## src/rtl/col_parity_pkg.sv

```systemverilog
// col_parity_pkg: shared types and helpers for the column-parity scheduler.
//   state_t   : scheduler FSM states (IDLE, ACCUM, DONE)
//   cnt_w(n)  : counter/index width, max(1, $clog2(n))
//   ERR_CNT_W : width of the optional nonzero-syndrome counter
package col_parity_pkg;

    localparam int unsigned ERR_CNT_W = 16;

    typedef enum logic [1:0] {
        IDLE  = 2'd0,
        ACCUM = 2'd1,
        DONE  = 2'd2
    } state_t;

    function automatic int unsigned cnt_w(input int unsigned n);
        if (n <= 32'd1) return 32'd1;
        return unsigned'($clog2(n));
    endfunction

endpackage

```

## src/rtl/rr_arbiter.sv

```systemverilog
// rr_arbiter: combinational round-robin pick, first request at or above ptr with wrap.
//   req     in  NREQ : request vector
//   ptr     in  IDW  : search start index (always < NREQ)
//   gnt     out NREQ : one-hot grant (zero when no request)
//   gnt_idx out IDW  : encoded grant index
//   any     out 1    : at least one request present
module rr_arbiter
    import col_parity_pkg::*;
#(
    parameter  int unsigned NREQ = 2,
    localparam int unsigned IDW  = cnt_w(NREQ)
) (
    input  logic [NREQ-1:0] req,
    input  logic [IDW-1:0]  ptr,
    output logic [NREQ-1:0] gnt,
    output logic [IDW-1:0]  gnt_idx,
    output logic            any
);

    logic           hi_found;
    logic [IDW-1:0] hi_idx;
    logic [IDW-1:0] lo_idx;

    assign any = |req;

    // Downward scan so the lowest matching index wins in each half.
    always_comb begin
        hi_found = 1'b0;
        hi_idx   = '0;
        lo_idx   = '0;
        for (int k = int'(NREQ) - 1; k >= 0; k--) begin
            if (req[k]) begin
                if (32'(k) >= 32'(ptr)) begin
                    hi_found = 1'b1;
                    hi_idx   = IDW'(k);
                end else begin
                    lo_idx   = IDW'(k);
                end
            end
        end
        gnt_idx = hi_found ? hi_idx : lo_idx;
        gnt     = any ? (NREQ'(1) << gnt_idx) : '0;
    end

endmodule

```

## src/rtl/col_parity_sched.sv

```systemverilog
// col_parity_sched: round-robin shared column-XOR reducer for NREQ requesters.
// Each granted frame of NROWS rows is XOR-folded column-wise and the syndrome is
// presented on a valid/ready port tagged with the owning requester.
//   clk, rst_n           : clock, async active-low reset
//   req_valid/req_data   : per-requester row stream (requester k at [k*WIDTH +: WIDTH])
//   req_ready            : per-requester row accept, one-hot or zero (registered)
//   par_valid/par_data/par_id/par_ready : syndrome output handshake
// Optional (macro COL_PARITY_CHECK_EN):
//   par_zero : syndrome is all-zero, valid with par_valid
//   err_cnt  : saturating count of accepted nonzero syndromes
module col_parity_sched
    import col_parity_pkg::*;
#(
    parameter  int unsigned WIDTH = 8,
    parameter  int unsigned NROWS = 4,
    parameter  int unsigned NREQ  = 2,
    localparam int unsigned IDW   = cnt_w(NREQ),
    localparam int unsigned CW    = cnt_w(NROWS)
) (
    input  logic                  clk,
    input  logic                  rst_n,
    input  logic [NREQ-1:0]       req_valid,
    input  logic [NREQ*WIDTH-1:0] req_data,
    output logic [NREQ-1:0]       req_ready,
    output logic                  par_valid,
    output logic [WIDTH-1:0]      par_data,
    output logic [IDW-1:0]        par_id,
    input  logic                  par_ready
`ifdef COL_PARITY_CHECK_EN
    ,
    output logic [ERR_CNT_W-1:0]  err_cnt,
    output logic                  par_zero
`endif
);

    state_t           state, state_d;
    logic [IDW-1:0]   grant, grant_d;
    logic [IDW-1:0]   rr_ptr, rr_ptr_d;
    logic [IDW-1:0]   par_id_d;
    logic [CW-1:0]    cnt, cnt_d;
    logic [WIDTH-1:0] acc, acc_d;
    logic [WIDTH-1:0] par_data_d;
    logic [WIDTH-1:0] row;
    logic             par_valid_d;
    logic [NREQ-1:0]  req_ready_d;
    logic [NREQ-1:0]  arb_gnt;
    logic [IDW-1:0]   arb_idx;
    logic             arb_any;
    logic             hs;
    logic             last;

    rr_arbiter #(.NREQ(NREQ)) u_arb (
        .req     (req_valid),
        .ptr     (rr_ptr),
        .gnt     (arb_gnt),
        .gnt_idx (arb_idx),
        .any     (arb_any)
    );

    // Row of the currently granted requester.
    always_comb begin
        row = '0;
        for (int k = 0; k < int'(NREQ); k++) begin
            if (grant == IDW'(k)) row = req_data[k*WIDTH +: WIDTH];
        end
    end

    // req_ready is one-hot on the grant in ACCUM, so this is the grant handshake.
    assign hs   = |(req_valid & req_ready);
    assign last = hs && (cnt == CW'(NROWS - 1));

    // State register.
    always_ff @(posedge clk or negedge rst_n) begin
        if (!rst_n) state <= IDLE;
        else        state <= state_d;
    end

    // Next-state and next-register values.
    always_comb begin
        state_d     = state;
        grant_d     = grant;
        rr_ptr_d    = rr_ptr;
        cnt_d       = cnt;
        acc_d       = acc;
        par_valid_d = par_valid;
        par_data_d  = par_data;
        par_id_d    = par_id;
        req_ready_d = req_ready;
        unique case (state)
            IDLE: begin
                if (arb_any) begin
                    grant_d     = arb_idx;
                    req_ready_d = arb_gnt;
                    cnt_d       = '0;
                    acc_d       = '0;
                    state_d     = ACCUM;
                end
            end
            ACCUM: begin
                if (hs) begin
                    acc_d = acc ^ row;
                    cnt_d = cnt + CW'(1);
                    if (last) begin
                        par_data_d  = acc ^ row;
                        par_id_d    = grant;
                        par_valid_d = 1'b1;
                        req_ready_d = '0;
                        state_d     = DONE;
                    end
                end
            end
            DONE: begin
                if (par_ready) begin
                    par_valid_d = 1'b0;
                    rr_ptr_d    = (32'(grant) == NREQ - 1) ? '0 : grant + IDW'(1);
                    state_d     = IDLE;
                end
            end
            default: state_d = IDLE;
        endcase
    end

    // Datapath and output registers.
    always_ff @(posedge clk or negedge rst_n) begin
        if (!rst_n) begin
            grant     <= '0;
            rr_ptr    <= '0;
            cnt       <= '0;
            acc       <= '0;
            par_valid <= 1'b0;
            par_data  <= '0;
            par_id    <= '0;
            req_ready <= '0;
        end else begin
            grant     <= grant_d;
            rr_ptr    <= rr_ptr_d;
            cnt       <= cnt_d;
            acc       <= acc_d;
            par_valid <= par_valid_d;
            par_data  <= par_data_d;
            par_id    <= par_id_d;
            req_ready <= req_ready_d;
        end
    end

`ifdef COL_PARITY_CHECK_EN
    // Zero flag captured with the syndrome; counter saturates at all-ones.
    always_ff @(posedge clk or negedge rst_n) begin
        if (!rst_n) begin
            par_zero <= 1'b1;
            err_cnt  <= '0;
        end else begin
            if (state == ACCUM && last) par_zero <= ((acc ^ row) == '0);
            if (par_valid && par_ready && !par_zero && err_cnt != '1)
                err_cnt <= err_cnt + ERR_CNT_W'(1);
        end
    end
`endif

endmodule

```

## config.mk

```make
export PLATFORM = sky130hd
export DESIGN_NAME = col_parity_sched
export DESIGN_NICKNAME = d
export VERILOG_FILES = /design/src/rtl/col_parity_pkg.sv /design/src/rtl/rr_arbiter.sv /design/src/rtl/col_parity_sched.sv
export SDC_FILE = /design/constraint.sdc
export NUM_CORES = 1
export LEC_CHECK = 0
export CORE_UTILIZATION = 37
export DETAILED_ROUTE_END_ITERATION = 7
export PLACE_DENSITY_LB_ADDON = 0.15
export REMOVE_ABC_BUFFERS = 1
export SLEW_MARGIN = 15
export SYNTH_ARGS = -nofsm -noshare
export SYNTH_HDL_FRONTEND = slang
export SYNTH_HIERARCHICAL = 1
export SYNTH_SLANG_ARGS = --single-unit
```

## constraint.sdc

```tcl
create_clock -name clk -period 1.7 [get_ports clk]
set_input_delay 0.34 -clock clk [delete_from_list [all_inputs] [get_ports clk]]
set_output_delay 0.34 -clock clk [all_outputs]
set_load 0.05 [all_outputs]
```

# ---- Word-level counts from Yosys, hierarchy flattened
# Cells that the tools add are included.
dict set report totals {
  register_bits 26
  latchBits 0
  ramBits 0
  rom_bits 0
  input_bits 21
  output_inout_bits 12
  wordCells 62
  memories 0
}
dict set report op_classes {
  add_sub_neg 2
  n_mul 0
  n_div 0
  n_lt_le_gt_ge 1
  n_eq_ne 7
  shift 1
  muxes 27
  bitwise_logic 2
  n_reduce_logical 13
}
# operator n
set ops {}
lappend ops {{8-bit two-way mux} 3}
lappend ops {{2-bit two-way mux} 9}
lappend ops {{8-bit case mux with 2 select lines} 1}
lappend ops {{4-bit AND reduction} 3}
lappend ops {{1-bit two-way mux} 10}
lappend ops {{2-bit != test, second input constant} 4}
lappend ops {{2-bit case mux with 2 select lines} 2}
lappend ops {{8-bit XOR} 1}
lappend ops {{2-bit case mux with 3 select lines} 1}
lappend ops {{3-bit AND reduction} 2}
lappend ops {{2-bit equality test, second input constant} 2}
lappend ops {{2-bit AND reduction} 2}
lappend ops {{2-bit nonzero test} 2}
lappend ops {{2-bit OR reduction} 2}
lappend ops {{2-bit by 1-bit adder with 2-bit output, second input constant} 1}
lappend ops {{2-bit AND} 1}
lappend ops {{2-bit by 1-bit equality test with 1-bit output, second input constant} 1}
lappend ops {{2-bit logical NOT} 1}
lappend ops {{1-bit case mux with 2 select lines} 1}
lappend ops {{1-bit by 1-bit left shift with 2-bit output, first input constant} 1}
lappend ops {{1-bit adder, second input constant} 1}
lappend ops {{1-bit greater-or-equal comparator, first input constant} 1}
lappend ops {{1-bit logical AND} 1}

# ---- Logic depth before layout (Yosys ltp)
dict set report depth {
  depth_word 7
  mapped_depth 5
  ltp_nobuf 4
}

# ---- By module
# Netlist, hierarchy kept.
# mod instances cells_each area_per_inst_um2 seq_area_each_um2
set by_module_without_submodules {}
lappend by_module_without_submodules {col_parity_sched 1 89 1207.4 650.6}
lappend by_module_without_submodules {rr_arbiter 1 5 32.5 0.0}

# ---- Least setup slack after synthesis
# No wires, ideal clock.
dict set report synth_timing {
  path_type {register to register}
  start {reg req_ready[0]}
  end {reg par_data[0]}
  setup_ns 0.125
  arrival_time_ns 1.576
  required_ns 1.575
  setup_slack_ns -0.001
  path_stages_with_launch 5
  n_path_buf 1
  period_less_slack_ns 1.701
  path_cell_list {dfrtp_1 a22oi_4 nor3_2 buf_4 mux2_2}
}
dict set report synth_between {
  elab_chain_cells 4
}
# item line_no
set synth_rtl {}
lappend synth_rtl {{start: declaration} col_parity_sched.sv:24} ;# output logic [NREQ-1:0] req_ready,
lappend synth_rtl {{start signal: assignment} col_parity_sched.sv:142} ;# req_ready <= req_ready_d;
lappend synth_rtl {{2-bit AND (*)} col_parity_sched.sv:69} ;# assign hs = |(req_valid & req_ready);
lappend synth_rtl {{2-bit OR reduction (*)} col_parity_sched.sv:69}
lappend synth_rtl {{1-bit logical AND} col_parity_sched.sv:70} ;# assign last = hs && (cnt == CW'(NROWS - 1));
lappend synth_rtl {{3-bit AND reduction (no source line) (*)} n/a}
lappend synth_rtl {{end signal: assignment} col_parity_sched.sv:140} ;# par_data <= par_data_d;
lappend synth_rtl {{end: declaration} col_parity_sched.sv:26} ;# output logic [WIDTH-1:0] par_data,
# Every way passes the cells marked *; elsewhere a longest branch is shown, timed or not.
# A chain may end at the register's enable or synchronous reset.

# ---- Worst setup path after layout
dict set report layout_timing {
  start {in req_valid[1]}
  end {reg cnt[0]}
}
dict set report layout_between {
  elab_cells_between_ends 6
  classes_between {eq/ne (2); bitwise (1); reduce/logical (3)}
}
# item line_no
set layout_rtl {}
lappend layout_rtl {{start: declaration} col_parity_sched.sv:22} ;# input logic [NREQ-1:0] req_valid,
lappend layout_rtl {{2-bit OR reduction} rr_arbiter.sv:24} ;# assign any = |req;
lappend layout_rtl {{via arb_any} col_parity_sched.sv:48} ;# logic arb_any;
lappend layout_rtl {{2-bit != test (no source line)} n/a}
lappend layout_rtl {{3-bit AND reduction (no source line)} n/a}
lappend layout_rtl {{end signal: assignment} col_parity_sched.sv:137} ;# cnt <= cnt_d;
lappend layout_rtl {{end: declaration} col_parity_sched.sv:40} ;# logic [CW-1:0] cnt, cnt_d;
# The timed path passes the listed nets, and every way through them passes these cells.

==> results.yml <==
synthesis:
  synth_area_um2: 1240
  synth_area_leaders: "dfrtp_1 52%, mux2_2 8.2%, mux2i_1 6.5%, a22o_1 6.4%, xnor2_1 5.7%"
  ys_ff_latch: 26
  yosysUniqueCellTypes: 27
  synthTopCellsByCount: "26 x dfrtp_1, 9 x a22o_1, 9 x mux2_2, 8 x mux2i_1, 8 x xnor2_1"
  synth_most_common_cell: "dfrtp_1"
  synth_area_leader_cell: "dfrtp_1"
  netlist_instances: 94
  synth-edff-count: 0
  synth_seq_area_share_pct: 52.5
  synth_top_area_share_pct: 52.5
  synth_flop_cell: "dfrtp_1"
  syn_area_per_cell_um2: 13.2
  synthArstFlopShare_pct: 100
  yosys_warnings: 6
placed_design:
  gp_congestion: 0.788
  dp_hpwl_um: 1620
  dpl_cell_area_um2: 1590
  port_buffers: 32
  dp_cells: 170
worst_setup_path:
  cp.required_ps: 1910
  cp.arrival_ps: 1850
  worstPathMaxFanout: 10
  rr_worst_depth: 3
  start_kind: "input pin"
  crit_type: "in -> reg"
  end_kind: "register"
power_and_ir_drop:
  leakage_nw: 0.706
  p_per_area_nw_per_um2: 1870
  ir_drop_mv: 0.754
drt:
  vias: 855
  wl_per_cell_um: 12.9
  routed_wl_um: 2230
  drt_iter0_drc: 10
  drtPass1Iterations: 4
  drtAntennaViolNets: 0
  drc: 0
  avgViaCountPerCell: 4.94
final_layout:
  final_cell_area_um2: 1610
  diodes: 0
  drive_gt1_share_pct: 25.6
  area_growth_pct: 29.9
  nets: 153
  fin_cells: 173
job:
  cap_violations: 0
global_routing:
  overflow: 0
  grt_pass1_wl_um: 3940
  grt_pass1_vias: 881
  antenna_found_initial: 0
  grt_max_degree: 27
  track_usage_pct: 15.0
die:
  core-area_um2: 3130
  dieArea_um2: 3590
  start_util_pct: 39.6
  die_w_um: 59.9
  fp.dieH_um: 59.9
  num_rows: 20
  io_pins: 33
clock_tree:
  root_buffer: "clkbuf_4"
  numCtsBuffers: 3
  cts_tree: "built"
  clk_latency_ps: 320
  cts.path.max_buffers: 2
  cts-htree-levels: 1
  cts.sinks: 26
  post-cts-setup-buffers: 0
  clk_pin_slew_ps: 140
sta:
  setup_viol: 0
  min_period_ps: 1640
  rsz0062_at_grt: "no"
  period_share_pct: 96.5
  holdWs_ps: 366
  finalHoldViolCount: 0
  slew_headroom_pct: 61.5
  tightest_slew_ps: 578
  clock.fmax_mhz: 609
  drv_slew: 0
  fin_worst_skew_ps: 12.1
outcome:
  status: "complete, no violations"
worst_hold_path:
  hp-class: "in -> async"
[registers in the layout (all words and copies together) (netlist names)]
name       cells
par_valid      1
rr_ptr         1
par_id         1
state          2
req_ready      2
cnt            2
grant          1
acc            8
par_data       8
[path summary, 6_finish.rpt]
| check | from | end | slack [ps] |
|---|---|---|---|
| worst max-delay path | req_valid[1] | cnt[0] | 60 |
| worst min-delay path | rst_n | par_data[3] | 370 |
| worst max register to register | grant | par_data[2] | 220 |
| worst min register to register | par_valid | par_valid | 500 |
| max in group asynchronous | rst_n | state[1] | 1070 |
| min in group clk | par_valid | par_valid | 500 |
[logic make-up after synthesis]
| kind of cell | after synthesis | share of synthesized area (%) |
|---|---|---|
| mux | 19 | 16.8 |
| simple gates | 15 | 7.87 |
| xor+xnor | 8 | 5.65 |
| fa+ha+maj | 1 | 1.01 |
| compound gates | 20 | 13.6 |
| flops | 26 | 52.5 |
| buf+inv | 5 | 2.62 |
[layout make-up]
type | count | area (µm²)
Multi-Input combinational cell | 63 | 558
Fill cell | 295 | 1520
Clock buffer | 3 | 22.5
Inverter | 1 | 3.75
Sequential cell | 26 | 651
Timing Repair Buffer | 36 | 320
Tap cell | 44 | 55.1
[what timing repair did]
action,4_1_cts,5_1_grt
resized for setup,0,1
setup endpoints to repair,0,1
endpoints found under the hold margin,0,0
hold buffers,0,0
[power by group]
group / switching (mW) / total [mW] / internal (mW)
sequential: 0.253 / 1.15 / 0.899
clock: 0.174 / 0.257 / 0.0830
combinational: 0.883 / 1.60 / 0.722
total: 1.31 / 3.01 / 1.70
[metrics by stage]
| step | setup TNS [ps] | total power [mW] | worst slack [ps] | utilization, % |
|---|---|---|---|---|
| 3_5_place_dp | -4990 | 2.79 | -295 | 50.7 |
| 2_1_floorplan | -1710 | 2.31 | -193 | - |
| 6_report | 0 | 3.01 | 58.8 | 51.5 |
| 5_1_grt | 0 | 3.23 | 25.4 | 51.5 |
| 4_1_cts | 0 | 3.05 | 47.8 | 51.4 |
| 3_3_place_gp | -3960 | 2.76 | -253 | 50.7 |
[cells in the final DEF (no fill, tap or decap), types with 2 or more instances in the layout]
cell             count
mux2i_1              8
a21boi_0             3
a22o_1               9
clkdlybuf4s50_1     20
o21ai_0              3
nor3b_1              2
a22oi_1              2
buf_4               16
nand2_1              4
or2_1                2
dfrtp_1             26
mux2_2               9
xnor2_1              8
clkbuf_4             3
nor2_1               2
[routing by layer]
metal | vias up | share of wire [%] | global-route usage [%]
met5 | - | 0 | 0
met2 | 23 | 48 | 25.7
met4 | 0 | 1.0 | 5.98
met3 | 4 | 5.0 | 2.16
met1 | 416 | 46 | 18.8
li1 | 412 | - | -
[worst max-delay path, cell delays in order]
cell and delay [ps]:
clkdlybuf4s50_1 580, or2_1 180, nor2_1 60, a211o_2 410
mux2_4 280
Note: power is estimated with default switching activity, not from simulation.
